--- src/rtl/alu_seq.sv ---
// Multi-cycle signed ALU: single-cycle FORWARD/ADD/AND/OR/SUB, iterative SRA and
// (when ALU_SEQ_MULT_EN is defined) iterative shift-add MULT; registered RESULT/ZERO/OVF.
module alu_seq #(
  parameter int WIDTH = 8,
  parameter int SHW   = $clog2(WIDTH)
) (
  input  logic             clk,
  input  logic             reset,
  input  logic             start,
  input  logic [2:0]       select,
  input  logic [WIDTH-1:0] data1,
  input  logic [WIDTH-1:0] data2,
  output logic [WIDTH-1:0] result,
  output logic             zero,
  output logic             ovf,
  output logic             busy,
  output logic             done
);

  localparam logic [2:0] OP_FWD = 3'b000;
  localparam logic [2:0] OP_ADD = 3'b001;
  localparam logic [2:0] OP_AND = 3'b010;
  localparam logic [2:0] OP_OR  = 3'b011;
  localparam logic [2:0] OP_MUL = 3'b100;
  localparam logic [2:0] OP_SRA = 3'b101;
  localparam logic [2:0] OP_SUB = 3'b110;

  localparam logic [1:0] S_IDLE  = 2'd0;
  localparam logic [1:0] S_SHIFT = 2'd2;
`ifdef ALU_SEQ_MULT_EN
  localparam logic [1:0] S_MUL   = 2'd1;
`endif

  // Counter must hold both WIDTH (multiply) and the largest shift amount.
  localparam int CW = (SHW + 1 > $clog2(WIDTH + 1)) ? SHW + 1 : $clog2(WIDTH + 1);

  logic [1:0]       state;
  logic [CW-1:0]    cnt;
  logic [WIDTH-1:0] sh;
  logic [WIDTH-1:0] sh_next;
  logic [WIDTH-1:0] sum;
  logic [WIDTH-1:0] diff;
  logic [SHW-1:0]   shamt;
  logic [WIDTH-1:0] sc_result;
  logic             sc_ovf;

`ifdef ALU_SEQ_MULT_EN
  logic [WIDTH-1:0] acc;
  logic [WIDTH-1:0] mcand;
  logic [WIDTH-1:0] mplier;
  logic [WIDTH-1:0] acc_next;

  assign acc_next = mplier[0] ? acc + mcand : acc;
`endif

  assign busy    = (state != S_IDLE);
  assign sum     = data1 + data2;
  assign diff    = data1 - data2;
  assign shamt   = data2[SHW-1:0];
  assign sh_next = {sh[WIDTH-1], sh[WIDTH-1:1]};

  // NOTE: every always_comb output gets a default first so no latch is inferred.
  always_comb begin
    sc_result = '0;
    sc_ovf    = 1'b0;
    case (select)
      OP_FWD: sc_result = data2;
      OP_ADD: begin
        sc_result = sum;
        sc_ovf    = (data1[WIDTH-1] == data2[WIDTH-1]) && (sum[WIDTH-1] != data1[WIDTH-1]);
      end
      OP_AND: sc_result = data1 & data2;
      OP_OR:  sc_result = data1 | data2;
      OP_SRA: sc_result = data1;  // only reached for a zero shift amount
      OP_SUB: begin
        sc_result = diff;
        sc_ovf    = (data1[WIDTH-1] != data2[WIDTH-1]) && (diff[WIDTH-1] != data1[WIDTH-1]);
      end
      default: sc_result = '0;
    endcase
  end

  // NOTE: state is updated with non-blocking assignments so all registers see pre-edge values.
  always_ff @(posedge clk) begin
    if (reset) begin
      state  <= S_IDLE;
      cnt    <= '0;
      sh     <= '0;
      result <= '0;
      zero   <= 1'b1;
      ovf    <= 1'b0;
      done   <= 1'b0;
`ifdef ALU_SEQ_MULT_EN
      acc    <= '0;
      mcand  <= '0;
      mplier <= '0;
`endif
    end else begin
      done <= 1'b0;
      case (state)
        S_IDLE: begin
          if (start) begin
`ifdef ALU_SEQ_MULT_EN
            if (select == OP_MUL) begin
              state  <= S_MUL;
              cnt    <= CW'(WIDTH);
              acc    <= '0;
              mcand  <= data1;
              mplier <= data2;
            end else
`endif
            if (select == OP_SRA && shamt != '0) begin
              state <= S_SHIFT;
              cnt   <= CW'(shamt);
              sh    <= data1;
            end else begin
              result <= sc_result;
              zero   <= (sc_result == '0);
              ovf    <= sc_ovf;
              done   <= 1'b1;
            end
          end
        end
`ifdef ALU_SEQ_MULT_EN
        S_MUL: begin
          acc    <= acc_next;
          mcand  <= mcand << 1;
          mplier <= mplier >> 1;
          cnt    <= cnt - CW'(1);
          if (cnt == CW'(1)) begin
            result <= acc_next;
            zero   <= (acc_next == '0);
            ovf    <= 1'b0;
            done   <= 1'b1;
            state  <= S_IDLE;
          end
        end
`endif
        S_SHIFT: begin
          sh  <= sh_next;
          cnt <= cnt - CW'(1);
          if (cnt == CW'(1)) begin
            result <= sh_next;
            zero   <= (sh_next == '0);
            ovf    <= 1'b0;
            done   <= 1'b1;
            state  <= S_IDLE;
          end
        end
        default: state <= S_IDLE;
      endcase
    end
  end

endmodule

--- config.mk ---
export PLATFORM = sky130hd
export DESIGN_NAME = alu_seq
export DESIGN_NICKNAME = d
export VERILOG_FILES = /design/src/rtl/alu_seq.sv
export SDC_FILE = /design/constraint.sdc
export NUM_CORES = 1
export LEC_CHECK = 0
export CORE_UTILIZATION = 55
export DETAILED_ROUTE_END_ITERATION = 7
export GPL_TIMING_DRIVEN = 0
export PLACE_DENSITY = 0.91
export SYNTH_ARGS = -nofsm -noshare
export SYNTH_HDL_FRONTEND = slang
export SYNTH_SLANG_ARGS = --single-unit
--- constraint.sdc ---
create_clock -name clk -period 3.1 [get_ports clk]
set_input_delay 0.62 -clock clk [delete_from_list [all_inputs] [get_ports clk]]
set_output_delay 0.62 -clock clk [all_outputs]
set_load 0.05 [all_outputs]
==> results.yml, run 1 <==
status:
  status: "completed"
power_and_ir_drop:
  leakage_uw: 0.00119
  p_sw_uw: 345
  power_uw: 906
  power.internal_uw: 561
  ir_drop_v: 0.000233
  power-per-cell-area_mw_per_mm2: 330
  power_switching_share_pct: 38.1
  seqPwrFrac_pct: 36.2
  p_clk_share_pct: 21.0
  p_comb_share_pct: 42.9
worst_setup_path:
  reg2reg_to: "zero"
  r2r_start: "cnt[0]"
  worstPathRequired_ns: 3.32
  start_kind: "input pin"
  ff2ff_path_depth: 7
  path_max_fanout: 4
  r2r_slack_ns: 0.96
  path_class: "in -> reg"
  crit_arrival_ns: 3.27
  worst_setup_path_end_kind: "flop"
clock_network:
  clk-insertion-delay-late_ns: 0.27
  clock_sinks: 23
  clkSlewWorstSetupHoldPaths_ns: 0.08
  cts_hold_buf: 0
  postCtsSetupBuffers: 0
  cts_inserted_buffers: 3
  clockRootBuffer: "clkbuf_8"
  cts_htree_levels: 1
  cts_tree: "done"
  clockBufferDepth: 2
timing:
  rsz0062_at_grt: "yes"
  fin_ws_ns: 0.0442
  report.final.slew_viol_count: 0
  worst_clock_skew_ns: 0.00398
  slew_headroom_pct: 64.3
  finalHoldViolations: 0
  max_clock_freq_mhz: 327
  fin_crit_ns: 3.06
  worstMarginPinSlew_ns: 0.536
  final-setup-viol-count: 0
  post-route-period-util_pct: 98.6
  whs_ns: 0.494
placed_design:
  dpl.hpwl_mm: 5.00
  io_buffer_count: 33
  dpl-instance-area_mm2: 0.00267
  place_ws_ns: -0.411
  gp_routability_congestion: 0.987
drt:
  drc: 0
  wl_mm: 6.71
  vias: 2476
  wire_per_inst_um: 17.7
  firstDrtPassIters: 5
  drt_iter0_drc: 310
  ant_nets: 0
  vias_per_cell: 6.52
layout:
  layout_common_cells: "nor2_1, inv_1, clkdlybuf4s50_1"
  final_nets: 380
  area_delta_synth_final_pct: 20.5
  final_area_mm2: 0.00274
  drive_gt1_share_pct: 7.58
  antenna_cells: 0
  utilization_pct: 68.6
  layout_commonest_cell: "nor2_1"
flow_run:
  cap_violations: 0
floorplan:
  core_area_mm2: 0.00400
  start_util_pct: 56.9
  rows: 23
  num_io_pins: 34
  dieArea_mm2: 0.00440
  die_w_um: 66.3
  die_h_um: 66.3
logic_synthesis:
  synth-edff-count: 0
  synth-simple-area-share_pct: 21.0
  synth_fa_ha_area_share_pct: 15.5
  synth-compound-area-share_pct: 27.3
  synthArstFlopShare_pct: 0
  synthCells: 294
  netlist_area_mm2: 0.00228
  synth-xor-area-share_pct: 2.69
  synth.area.mux_share_pct: 5.38
  synth.avg_cell_area_um2: 7.75
  synthDistinctLibCells: 59
  ys_ff_latch: 23
  ys.flop_type: "dfxtp_1"
  synth_top_family_by_area: "compound AO/OA/AOI/OAI gates"
  ys_warn_count: 0
  synth_nets: 343
  ys_seq_area_share_pct: 20.2
global_routing:
  antenna_found_initial: 0
  grt_pass1_vias: 2283
  grt_pass1_wl_mm: 10.8
  grt_overflow: 0
  grtUsageTotal_pct: 32.0
  grt_start_max_net_pins: 13
min_path:
  min_from: "result[3]"
  min_path_type: "reg -> reg"
  min_to: "result[3]"
  whs_path_depth: 2
## registers in the layout, indices dropped and copies added (netlist names)
| register | flops |
|---|---|
| result | 8 |
| done | 1 |
| cnt | 4 |
| sh | 7 |
| zero | 1 |
| state | 1 |
| ovf | 1 |
## synth_stat cells (9+ instances only)
master    number  area [um^2]
clkbuf_1      11         41.3
a211oi_1      14          105
dfxtp_1       23          460
nor3_1         9         45.0
o21ai_0       11         55.1
nor2_1        34          128
mux2i_1       10          100
inv_1         27          101
nand2_1       10         37.5
a21oi_1       21          105
ha_1          25          313
## what timing repair did
action | CTS | global route
pin swaps | 0 | 1
hold endpoints to repair | 0 | 0
gates resized for setup | 7 | 7
endpoints found under the setup margin | 3 | 6
## routing by layer
metal | vias up | track usage (%) | routed length (um)
met3 | 28 | 5.52 | 563
met2 | 143 | 53.7 | 3130
li1 | 1142 | - | -
met1 | 1163 | 41.5 | 2850
met4 | 0 | 9.04 | 164
met5 | - | 0 | 0
## cells by family (layout without fill, tap and decap cells)
logic type      count (synthesis)  in the layout
compound gates                 88             88
xor+xnor                        7              7
fa+ha+maj                      27             27
buf+inv                        45             81
flops                          23             23
mux                            11             11
simple gates                   93             93
## critical path, stage by stage
cell,delay [ns]
clkdlybuf4s50_1,0.51
inv_1,0.08
ha_1,0.22
fa_1,0.42
o21bai_1,0.20
a21oi_2,0.12
a221o_1,0.31
a221oi_2,0.32
o211ai_1,0.14
nor3_1,0.15
a311o_1,0.18
## worst max path at each step
stage	startpoint	end	slack (ns)
final	data1[0]	zero	0.04
after global routing	data1[0]	zero	-0.04
after CTS	data2[1]	zero	0.009
after detailed placement	data1[3]	zero	-0.41
after global placement	data1[3]	zero	-0.34
after floorplan	data1[3]	zero	0.51
## per-stage QoR
step	cells	TNS, ns
after CTS	381	0
final	380	0
after global placement	377	-1.44
after detailed placement	377	-1.83
after global routing	380	-0.0553
after floorplan	294	0
## power groups by stage
stage,registers [uW],clock network [uW],logic (uW)
finish,327,190,388
CTS,326,187,377
global route,329,201,420
global placement,332,0,363
detailed placement,333,0,371
floorplan,375,0,206
## final cells by class
type                       count  area, um^2
multi-input combinational    226        1660
timing repair buffer          33         334
tap                           50        62.6
inverter                      27         101
fill                         349        1260
clock buffer                   4        45.0
buffer                        17        76.3
sequential                    23         460
No activity file was read; power rests on OpenSTA's default activity.
==> inputs of run 2 (changes only) <==
--- a/config.mk
+++ b/config.mk
@@ -8,7 +8,7 @@
 export CORE_UTILIZATION = 55
 export DETAILED_ROUTE_END_ITERATION = 7
 export GPL_TIMING_DRIVEN = 0
-export PLACE_DENSITY = 0.91
+export PLACE_DENSITY = 0.82
 export SYNTH_ARGS = -nofsm -noshare
 export SYNTH_HDL_FRONTEND = slang
 export SYNTH_SLANG_ARGS = --single-unit
==> run 2 against run 1 <==
  * Critical path depth unchanged
  * Hold slack lost 0.0033 ns
  * First-iteration DRC count is 33% lower
  * Clock power fell by 4%
  * Setup slack better by 0.019 ns
  * Critical path type unchanged
  * Largest power group unchanged
  * Highest routed layer unchanged
==> results.yml, run 2 (synthesis gave the netlist of run 1 again) <==
min_path:
  min_from: "result[2]"
  min_path_type: "reg -> reg"
  whs_path_depth: 2
  min_to: "result[2]"
layout:
  area_delta_synth_final_pct: 22.0
  largestRegisters: "result (8), sh (7), cnt (4)"
  layout_commonest_cell: "nor2_1"
  final_area_mm2: 0.00278
  final_nets: 381
  fillCellCount: 350
  largest_register_ffs: 8
  layout_common_cells: "nor2_1, inv_1, clkdlybuf4s50_1"
  antenna_cells: 0
  drive_gt1_share_pct: 8.16
  regMostFlops: "result"
worst_setup_path:
  reg2reg_to: "zero"
  path_class: "in -> reg"
  start_kind: "input pin"
  worst_setup_path_end_kind: "flop"
  r2r_start: "cnt[1]"
  crit_arrival_ns: 3.19
  worstPathRequired_ns: 3.25
  r2r_slack_ns: 1.00
  ff2ff_path_depth: 7
  path_max_fanout: 8
clock_network:
  clock_sinks: 23
  clockRootBuffer: "clkbuf_8"
  cts_inserted_buffers: 3
  cts_hold_buf: 0
  clockBufferDepth: 2
  clkSlewWorstSetupHoldPaths_ns: 0.07
  clk-insertion-delay-late_ns: 0.26
  cts_tree: "done"
  cts_htree_levels: 1
drt:
  vias: 2418
  vias_per_cell: 6.35
  firstDrtPassIters: 5
  wire_per_inst_um: 16.7
  drt_iter0_drc: 209
  drc: 0
  wl_mm: 6.38
  ant_nets: 0
power_and_ir_drop:
  power_switching_share_pct: 37.3
  power.internal_uw: 567
  p_comb_share_pct: 43.7
  seqPwrFrac_pct: 36.1
  ir_drop_v: 0.000285
  power_uw: 905
  leakage_uw: 0.00122
  power-per-cell-area_mw_per_mm2: 326
  p_clk_share_pct: 20.2
  p_sw_uw: 338
timing:
  whs_ns: 0.490
  report.final.slew_viol_count: 0
  finalHoldViolations: 0
  fin_crit_ns: 3.04
  post-route-period-util_pct: 98.0
  final-setup-viol-count: 0
  max_clock_freq_mhz: 329
  slew_headroom_pct: 62.4
  worstMarginPinSlew_ns: 0.562
  worst_clock_skew_ns: 0.00404
global_routing:
  grt_pass1_wl_mm: 10.7
  grt_overflow: 0
  grt_pass1_vias: 2262
  grtUsageTotal_pct: 31.4
  antenna_found_initial: 0
  grt_start_max_net_pins: 13
floorplan:
  die_w_um: 66.3
  dieArea_mm2: 0.00440
  num_io_pins: 34
  rows: 23
  die_h_um: 66.3
  start_util_pct: 56.9
  core_area_mm2: 0.00400
placed_design:
  gp_routability_congestion: 0.890
  io_buffer_count: 33
  dpl-instance-area_mm2: 0.00267
  dpl.hpwl_mm: 4.90
flow_run:
  cap_violations: 0
status:
  status: "completed"
run 2: changes by cell type in the layout (fill, tap and decap cells not counted), moves of 2 or more:
cell	delta
a21oi_1	+2
a21oi_2	-2
dlymetal6s2s_1	+2
dlygate4sd2_1	-2
run 2: worst max path at each step:
stage	from	endpoint	slack (ns)	cells after the start
after floorplan	data1[3]	zero	0.51	10
after global placement	data1[1]	zero	-0.38	10
after detailed placement	data1[3]	zero	-0.40	11
after CTS	data1[1]	zero	0.002	10
after global routing	data2[3]	zero	-0.02	10
final	data2[2]	zero	0.06	11
run 2: area by class of cell:
cell class	count	area, um^2	share of cell area, %
buffer	17	76.3	2.75
clock buffer	4	45.0	1.62
inverter	27	101	3.65
multi-input combinational	226	1680	60.6
sequential	23	460	16.6
tap	50	62.6	2.25
timing repair buffer	34	349	12.6
run 2: power by group through the flow:
stage	clock (uW)	combinational, uW	sequential, uW
5_1_grt	197	430	329
3_3_place_gp	0	364	333
2_1_floorplan	0	206	375
6_report	183	395	327
3_5_place_dp	0	370	333
4_1_cts	185	378	327
run 2: per-layer routing:
layer	vias to the layer above	share of wire [%]	track usage [%]
li1	1153	-	-
met1	1134	43	41.3
met5	-	0	0
met2	115	48	53.1
met3	16	7.3	4.83
met4	0	2.1	7.45
run 2: critical path, stage by stage:
cell and delay, ns:
clkdlybuf4s50_1 0.51, inv_1 0.12, ha_1 0.28, buf_2 0.18, and3_1 0.19, o2bb2ai_2 0.14
or2_2 0.29, o221a_2 0.29, o21ai_4 0.15, nor3_1 0.08, a311o_1 0.34
run 2: metrics by stage:
| stage | cells | setup WS (ns) | utilization [%] | TNS [ns] |
|---|---|---|---|---|
| 3_5_place_dp | 377 | -0.399 | 66.8 | -1.44 |
| 3_3_place_gp | 377 | -0.377 | 66.8 | -1.26 |
| 6_report | 381 | 0.0632 | 69.5 | 0 |
| 2_1_floorplan | 294 | 0.510 | - | 0 |
| 4_1_cts | 381 | 0.00206 | 68.3 | 0 |
| 5_1_grt | 381 | -0.0183 | 69.5 | -0.0183 |
run 2: what timing repair did:
action,in CTS,in global routing
buffers inserted,0,1
pin swaps,0,3
setup endpoints to repair,2,5
gates resized for setup,4,13
==> inputs of run 3 (changes only) <==
--- a/config.mk
+++ b/config.mk
@@ -7,7 +7,6 @@
 export LEC_CHECK = 0
 export CORE_UTILIZATION = 55
 export DETAILED_ROUTE_END_ITERATION = 7
-export GPL_TIMING_DRIVEN = 0
 export PLACE_DENSITY = 0.82
 export SYNTH_ARGS = -nofsm -noshare
 export SYNTH_HDL_FRONTEND = slang
==> run 3 against run 2 <==
  * Clock power is essentially flat
  * Largest cell class unchanged
  * Register-to-register slack lost 0.10 ns
  * Highest routed layer unchanged
  * Sequential share of layout area shrank 1.2 points
==> results.yml, run 3 (synthesis gave the netlist of run 1 again) <==
min_path:
  min_path_type: "reg -> reg"
  whs_path_depth: 2
  min_to: "result[3]"
  min_from: "result[3]"
layout:
  antenna_cells: 0
  final_nets: 410
  regMostFlops: "result"
  area_delta_synth_final_pct: 31.9
  layout_commonest_cell: "buf_4"
  final_area_mm2: 0.00300
  largestRegisters: "result (8), sh (7), cnt (4)"
  largest_register_ffs: 8
  drive_gt1_share_pct: 16.9
  layout_common_cells: "buf_4, nor2_1, clkdlybuf4s50_1"
  stdcell_count: 410
clock_network:
  clk-insertion-delay-late_ns: 0.26
  cts_htree_levels: 1
  clock_sinks: 23
  clockRootBuffer: "clkbuf_8"
  cts_inserted_buffers: 3
  clkSlewWorstSetupHoldPaths_ns: 0.07
  cts_tree: "done"
  cts_hold_buf: 0
  clockBufferDepth: 2
timing:
  slew_headroom_pct: 60.5
  post-route-period-util_pct: 94.3
  fin_ws_ns: 0.176
  worst_clock_skew_ns: 0.00291
  finalHoldViolations: 0
  whs_ns: 0.504
  fin_crit_ns: 2.92
  worstMarginPinSlew_ns: 0.591
  final-setup-viol-count: 0
  report.final.slew_viol_count: 0
  rsz0062_at_grt: "no"
  max_clock_freq_mhz: 342
power_and_ir_drop:
  ir_drop_v: 0.000174
  power_uw: 943
  power_switching_share_pct: 35.7
  p_comb_share_pct: 46.1
  p_sw_uw: 336
  power.internal_uw: 607
  p_clk_share_pct: 19.2
  seqPwrFrac_pct: 34.7
  leakage_uw: 0.00135
  power-per-cell-area_mw_per_mm2: 314
worst_setup_path:
  path_class: "in -> reg"
  r2r_start: "state[1]"
  start_kind: "input pin"
  r2r_slack_ns: 0.90
  reg2reg_to: "zero"
  worstPathRequired_ns: 3.25
  ff2ff_path_depth: 7
  worst_setup_path_end_kind: "flop"
  crit_arrival_ns: 3.07
  path_max_fanout: 4
floorplan:
  die_h_um: 66.3
  die_w_um: 66.3
  rows: 23
  start_util_pct: 56.9
  core_area_mm2: 0.00400
  dieArea_mm2: 0.00440
  num_io_pins: 34
global_routing:
  grt_start_max_net_pins: 24
  antenna_found_initial: 0
  grt_overflow: 0
  grt_pass1_wl_mm: 10.3
  grtUsageTotal_pct: 30.1
  grt_pass1_vias: 2227
flow_run:
  cap_violations: 0
drt:
  vias_per_cell: 6.00
  firstDrtPassIters: 5
  wire_per_inst_um: 15.8
  vias: 2460
  drt_iter0_drc: 192
  wl_mm: 6.49
  drc: 0
  ant_nets: 0
placed_design:
  dpl.hpwl_mm: 5.05
  gp_routability_congestion: 1.01
  dpl-instance-area_mm2: 0.00294
  dp.cells: 405
  io_buffer_count: 33
  place_ws_ns: -0.238
status:
  status: "completed"
[run 3: worst max path at each step]
stage,slack [ns],cells after the start,end,start
finish,0.18,11,zero,data2[0]
global route,0.04,10,zero,data2[0]
CTS,0.02,11,zero,data1[0]
detailed placement,-0.24,11,zero,data1[0]
global placement,-0.12,11,zero,data1[0]
floorplan,0.51,10,zero,data1[3]
[run 3: timing repair]
action / 4_1_cts / 5_1_grt
buffers inserted: 0 / 1
gates resized for setup: 0 / 5
setup endpoints to repair: 0 / 3
[run 3: area by class of cell]
cell class / count / area (um^2)
clock buffers: 4 / 45.0
flip-flops and latches: 23 / 460
multi-input cells: 226 / 1650
well taps: 50 / 62.6
fillers: 302 / 996
repair buffers: 80 / 686
inverters: 27 / 101
[run 3: through the flow]
stage                     utilization [%]  TNS, ns
after floorplan                         -        0
after global placement               73.4   -0.155
after detailed placement             73.4   -0.377
after CTS                            74.5        0
after global routing                 75.1        0
final                                75.1        0
[run 3: worst max-delay path, cell delays in order]
cell and delay [ns]:
clkdlybuf4s50_1 0.49, ha_1 0.25, fa_2 0.35, o21bai_1 0.19, a21oi_2 0.10, nor4_1 0.25
nor4_1 0.10, a31oi_1 0.16, a221oi_1 0.07, buf_4 0.16, a311o_1 0.33
[run 3: power groups by stage]
stage / combinational [uW] / sequential (uW) / clock [uW]
floorplan: 206 / 375 / 0
global placement: 415 / 333 / 0
detailed placement: 420 / 334 / 0
CTS: 423 / 327 / 185
global route: 469 / 329 / 196
finish: 434 / 328 / 181
[run 3: layer usage]
metal	GRT usage (%)	share of wire (%)	vias up
met2	50.0	47	114
met5	0	0	-
met3	5.17	7.1	13
met1	39.6	44	1126
li1	-	-	1207
met4	8.51	2.1	0
==> RTL change 1, RTL diff (config.mk and constraints of run 1) <==
Change the parameter `WIDTH` from 8 to 16.
--- a/src/rtl/alu_seq.sv
+++ b/src/rtl/alu_seq.sv
@@ -1,7 +1,7 @@
 // Multi-cycle signed ALU: single-cycle FORWARD/ADD/AND/OR/SUB, iterative SRA and
 // (when ALU_SEQ_MULT_EN is defined) iterative shift-add MULT; registered RESULT/ZERO/OVF.
 module alu_seq #(
-  parameter int WIDTH = 8,
+  parameter int WIDTH = 16,
   parameter int SHW   = $clog2(WIDTH)
 ) (
   input  logic             clk,
Ports: changed (resized data1, data2 and result); port bits go from 34 to 58. No check against the original RTL was run, so the function may have changed too.
==> RTL change 1 against run 1 <==
The flow now finishes with violations (negative setup slack); first-iteration DRC count rose by 47%; area after synthesis up 94%; power increased by 110%; clock power grew 120%; sequential cell count increased by 17; fmax decreased by 7.2%; design area up 100%; combinational power increased by 140%; wire length up 130%; die area is 90% higher; cell count is 100% higher; setup slack worse by 0.24 ns.
==> RTL change 1: results (changes against run 1) <==
Placed design
  – HPWL Detailed: 11300 um (+130%)
  – I/O Buffers: 57 (+73%)
  – Area after DPL: 0.00514 sq mm (+93%)

Synthesis
  – Area contributors post-synth: dfxtp_1 18%, ha_1 14%, nor2_1 5.6%
  – Synth cell types: 74 (+25%)
  – Synth cell count leaders: 66 x nor2_1, 63 x nand2_1, 50 x ha_1, 50 x inv_1, 40 x dfxtp_1
  – Synthesized net count: 687 (+100%)

Detailed routing
  – 1st-iter DRT viols: 456 (+47%)
  – TritonRoute pass-1 iters: 6 (+1)
  – M1 wire length: 5890 um (+110%)
  – DR vias: 5161 (+110%)
  – Wire per inst: 19.6 um (+11%)
  – WL met3: 1570 um (+180%)

Pwr
  – Peak supply drop: 0.186 mV (-20%)
  – Leak: 2.30 nW (+93%)

Setup path
  – Max incr delay on CP: 0.55 ns (+0.04 ns)
  – Arr. time, crit path: 3.51 ns (+0.24 ns)
  – Crit-path leading delay family: buffers and inverters
  – Reg2Reg Depth: 9 (+2)
  – R2R setup slack: 0.46 ns (-0.50 ns)

Timing
  – Setup Skew: 0.00383 ns (-0.000152 ns)
  – Final worst slack: -0.193 ns (-0.238 ns)
  – Worst-Margin Slew: 0.720 ns (+0.184 ns)
  – Setup Viol. Count Final: 2 (+2)
  – Fin Hold WS: 0.457 ns (-0.0367 ns)

Clock network
  – Total CTS buffers: 5 (+2)
  – Clock latency on the worst-skew pair: 0.29 ns (+0.02 ns)
  – H-tree depth: 2 (+1)

Finish
  – Largest registers: result x16, sh x15, cnt x5
  – FILL cells: 603 (+73%)
  – Layout cells sized above 1: 16.8% (+9.2 points)

Outcome
  – Status: complete, but fails checks
  – Failing checks: negative setup slack

GRT
  – Total Routing Usage GR: 36.1% (+4.1 points)
RTL change 1: cell type report:
class | instances | area [sq um] | area share, %
timing repair buffer | 69 | 601 | 10.7
buffer | 33 | 150 | 2.68
clock inverter | 2 | 35.0 | 0.626
multi-input combinational | 472 | 3620 | 64.7
sequential | 40 | 801 | 14.3
clock buffer | 6 | 72.6 | 1.30
inverter | 50 | 188 | 3.35
tap | 102 | 128 | 2.28
RTL change 1: routing by layer:
metal / vias up / GRT usage [%]
met3: 92 / 5.28
met4: 0 / 17.5
li1: 2329 / -
met2: 383 / 61.6
met1: 2357 / 44.2
met5: - / 0
RTL change 1: metrics by stage:
step | setup WS (ns) | power (mW) | std cells
global route | -0.296 | 2.00 | 774
CTS | -0.195 | 1.86 | 773
floorplan | -0.169 | 1.12 | 597
finish | -0.193 | 1.92 | 774
global placement | -1.16 | 1.36 | 756
detailed placement | -1.20 | 1.38 | 756
RTL change 1: tightest hold or removal path, delay by kind of cell, from the launching register on:
family	cells	cell delay [ns]
AOI/OAI and AO/OA	1	0.05
and+or+nand+nor	1	0.05
DFF	1	0.31
RTL change 1: what timing repair did:
item | 4_1_cts | 5_1_grt
setup buffers | 10 | 2
resized for setup | 107 | 50
gates cloned | 0 | 0
endpoints found under the setup margin | 13 | 10
pin swaps | 23 | 12
RTL change 1: report_power, final:
group,total (mW),switching [mW],leakage [nW],internal (mW)
Clock,0.417,0.178,0.0552,0.239
Sequential,0.575,0.0248,0.327,0.551
Combinational,0.928,0.556,1.92,0.372
RTL change 1: cell families after synthesis:
family,synth area share (%)
buffers and inverters,7.52
XOR/XNOR,0.596
AO/OA/AOI/OAI,32.3
adder cells (fa/ha/maj),15.1
AND/OR/NAND/NOR,22.2
flip-flops,18.2
multiplexers,4.17
RTL change 1: final timing paths:
check | from | to
worst min register to register | result[10] | result[10]
worst min-delay path | result[10] | result[10]
worst max-delay path | select[2] | zero
worst max register to register | cnt[2] | zero
==> RTL change 2, RTL diff (settings of run 1) <==
Without the edit above. Put a register stage on the output `busy`, cleared by the reset. The value now appears one clock later. The other outputs are not delayed to match.
--- a/src/rtl/alu_seq.sv
+++ b/src/rtl/alu_seq.sv
@@ -53,7 +53,13 @@
   assign acc_next = mplier[0] ? acc + mcand : acc;
 `endif
 
-  assign busy    = (state != S_IDLE);
+  always_ff @(posedge clk) begin
+    if (reset) begin
+      busy <= '0;
+    end else begin
+      busy <= (state != S_IDLE);
+    end
+  end
   assign sum     = data1 + data2;
   assign diff    = data1 - data2;
   assign shamt   = data2[SHW-1:0];
Check against the original RTL: not equivalent (Yosys sat finds a counterexample within 4 cycles, from zero or initial values and one cycle with reset high).
==> RTL change 2 against run 1 <==
Sequential cell count rose by 1; critical path type unchanged; power grew 9.7%; non-clock buffer count increased by 2; count of clock-buffer cells in the layout is 1 lower; utilization increased by 1.9 points; design area grew 4.2%; area after synthesis rose by 3.6%; wire length is 1.6% lower; setup slack better by 0.087 ns.
==> RTL change 2: results (changes against run 1) <==
Synthesis
  – Area contributors post-synth: dfxtp_1 20%, ha_1 13%, a21oi_1 5.7%
  – Synth async-reset ratio: 0% (unchanged)
  – Top cell type's share of synthesized area: 20.4% (+0.14 points)
  – Synth cell types: 64 (+8.5%)
  – Synthesized net count: 355 (+3.5%)
  – Synth cell count leaders: 33 x nor2_1, 27 x a21oi_1, 25 x ha_1, 25 x inv_1, 24 x dfxtp_1
  – Post-synthesis sequential area ratio: 20.4% (+0.14 points)

Finish
  – FILL cells: 345 (-1.1%)
  – Fin nets: 392 (+3.2%)
  – Layout cells sized above 1: 7.31% (-0.27 points)

Detailed routing
  – Final WL: 6600 um (-1.6%)
  – DR vias: 2474 (-0.081%)
  – 1st-iter DRT viols: 304 (-1.9%)
  – TritonRoute pass-1 iters: 5 (unchanged)

Timing
  – Worst-Margin Slew: 0.889 ns (+0.353 ns)
  – Fin Hold WS: 0.471 ns (-0.0229 ns)
  – Setup Skew: 0.00127 ns (-0.00272 ns)

GRT
  – Largest net degree at the start of global routing: 15 (+2)
  – First-pass GRT wire length: 10300 um (-4.2%)
  – Total Routing Usage GR: 29.9% (-2.0 points)
  – Number of global-route vias before repair: 2252 (-1.4%)

Placed design
  – HPWL Detailed: 4970 um (-0.66%)
  – I/O Buffers: 32 (-3.0%)
  – Final Wtd Congestion: 0.995 (+0.85%)
  – Worst slack, placed: -0.431 ns (-0.0199 ns)

Setup path
  – Crit Path Max Fanout: 8 (+4)
  – Arr. time, crit path: 3.12 ns (-0.15 ns)

Clock network
  – Clock latency on the worst-skew pair: 0.27 ns (about the same)
  – Total CTS buffers: 3 (unchanged)

Pwr
  – Int Power: 654 uW (+17%)
  – Leak: 1.22 nW (+2.6%)
  – Peak supply drop: 0.212 mV (-9.2%)

Outcome
  – Status: finished clean
==> RTL change 2: final timing paths <==
check                               start        end  slack (ns)  cells after the start
worst max register to register     cnt[0]       zero        0.84                      6
worst min register to register  result[0]  result[0]        0.47                      2
worst min-delay path            result[0]  result[0]        0.47                      2
worst max-delay path             data1[3]       zero        0.13                     10
==> RTL change 2: layout make-up <==
type / count / share of cell area, %
buffer: 20 / 3.15
clock buffer: 3 / 1.44
clock inverter: 1 / 1.05
inverter: 26 / 3.41
multi-input combinational: 236 / 60.4
sequential: 24 / 16.8
tap: 50 / 2.19
timing repair buffer: 32 / 11.6
==> RTL change 2: power groups by stage <==
stage	registers [mW]	logic, mW	clock network (mW)
floorplan	0.381	0.210	0
global placement	0.344	0.353	0
detailed placement	0.344	0.361	0
CTS	0.337	0.366	0.276
global route	0.340	0.407	0.292
finish	0.338	0.379	0.276
==> RTL change 2: repair_timing <==
| action | 4_1_cts | 5_1_grt |
|---|---|---|
| pin swaps | 0 | 2 |
| resized for setup | 2 | 9 |
| endpoints found under the setup margin | 2 | 1 |
==> RTL change 2: layer usage <==
metal	track usage (%)	part of all wire (%)
met1	38.7	41
met2	50.2	47
met3	3.89	9.1
met4	10.6	3.0
met5	0	0
==> RTL change 2: kinds of logic after synthesis <==
family / Yosys count / synth area share (%)
fa+ha+maj: 27 / 15.0
xor+xnor: 9 / 3.34
buf+inv: 46 / 7.95
mux: 12 / 5.83
flops: 24 / 20.4
compound gates: 86 / 25.2
simple gates: 102 / 22.4
==> RTL change 2: per-stage QoR <==
stage	std cells	cell area, sq um	setup TNS (ns)
3_5_place_dp	388	2740	-1.06
3_3_place_gp	388	2740	-0.874
4_1_cts	392	2830	0
5_1_grt	392	2860	0
6_report	392	2860	0
2_1_floorplan	306	2360	0
==> RTL change 2: worst max-delay path, cell delays in order <==
cell and delay [ns]:
clkdlybuf4s50_1 0.59, inv_1 0.08, ha_1 0.29, buf_4 0.18, a21o_1 0.20, a2111oi_0 0.41
a21oi_1 0.20, or2_2 0.32, nand4_1 0.14, o41ai_2 0.09
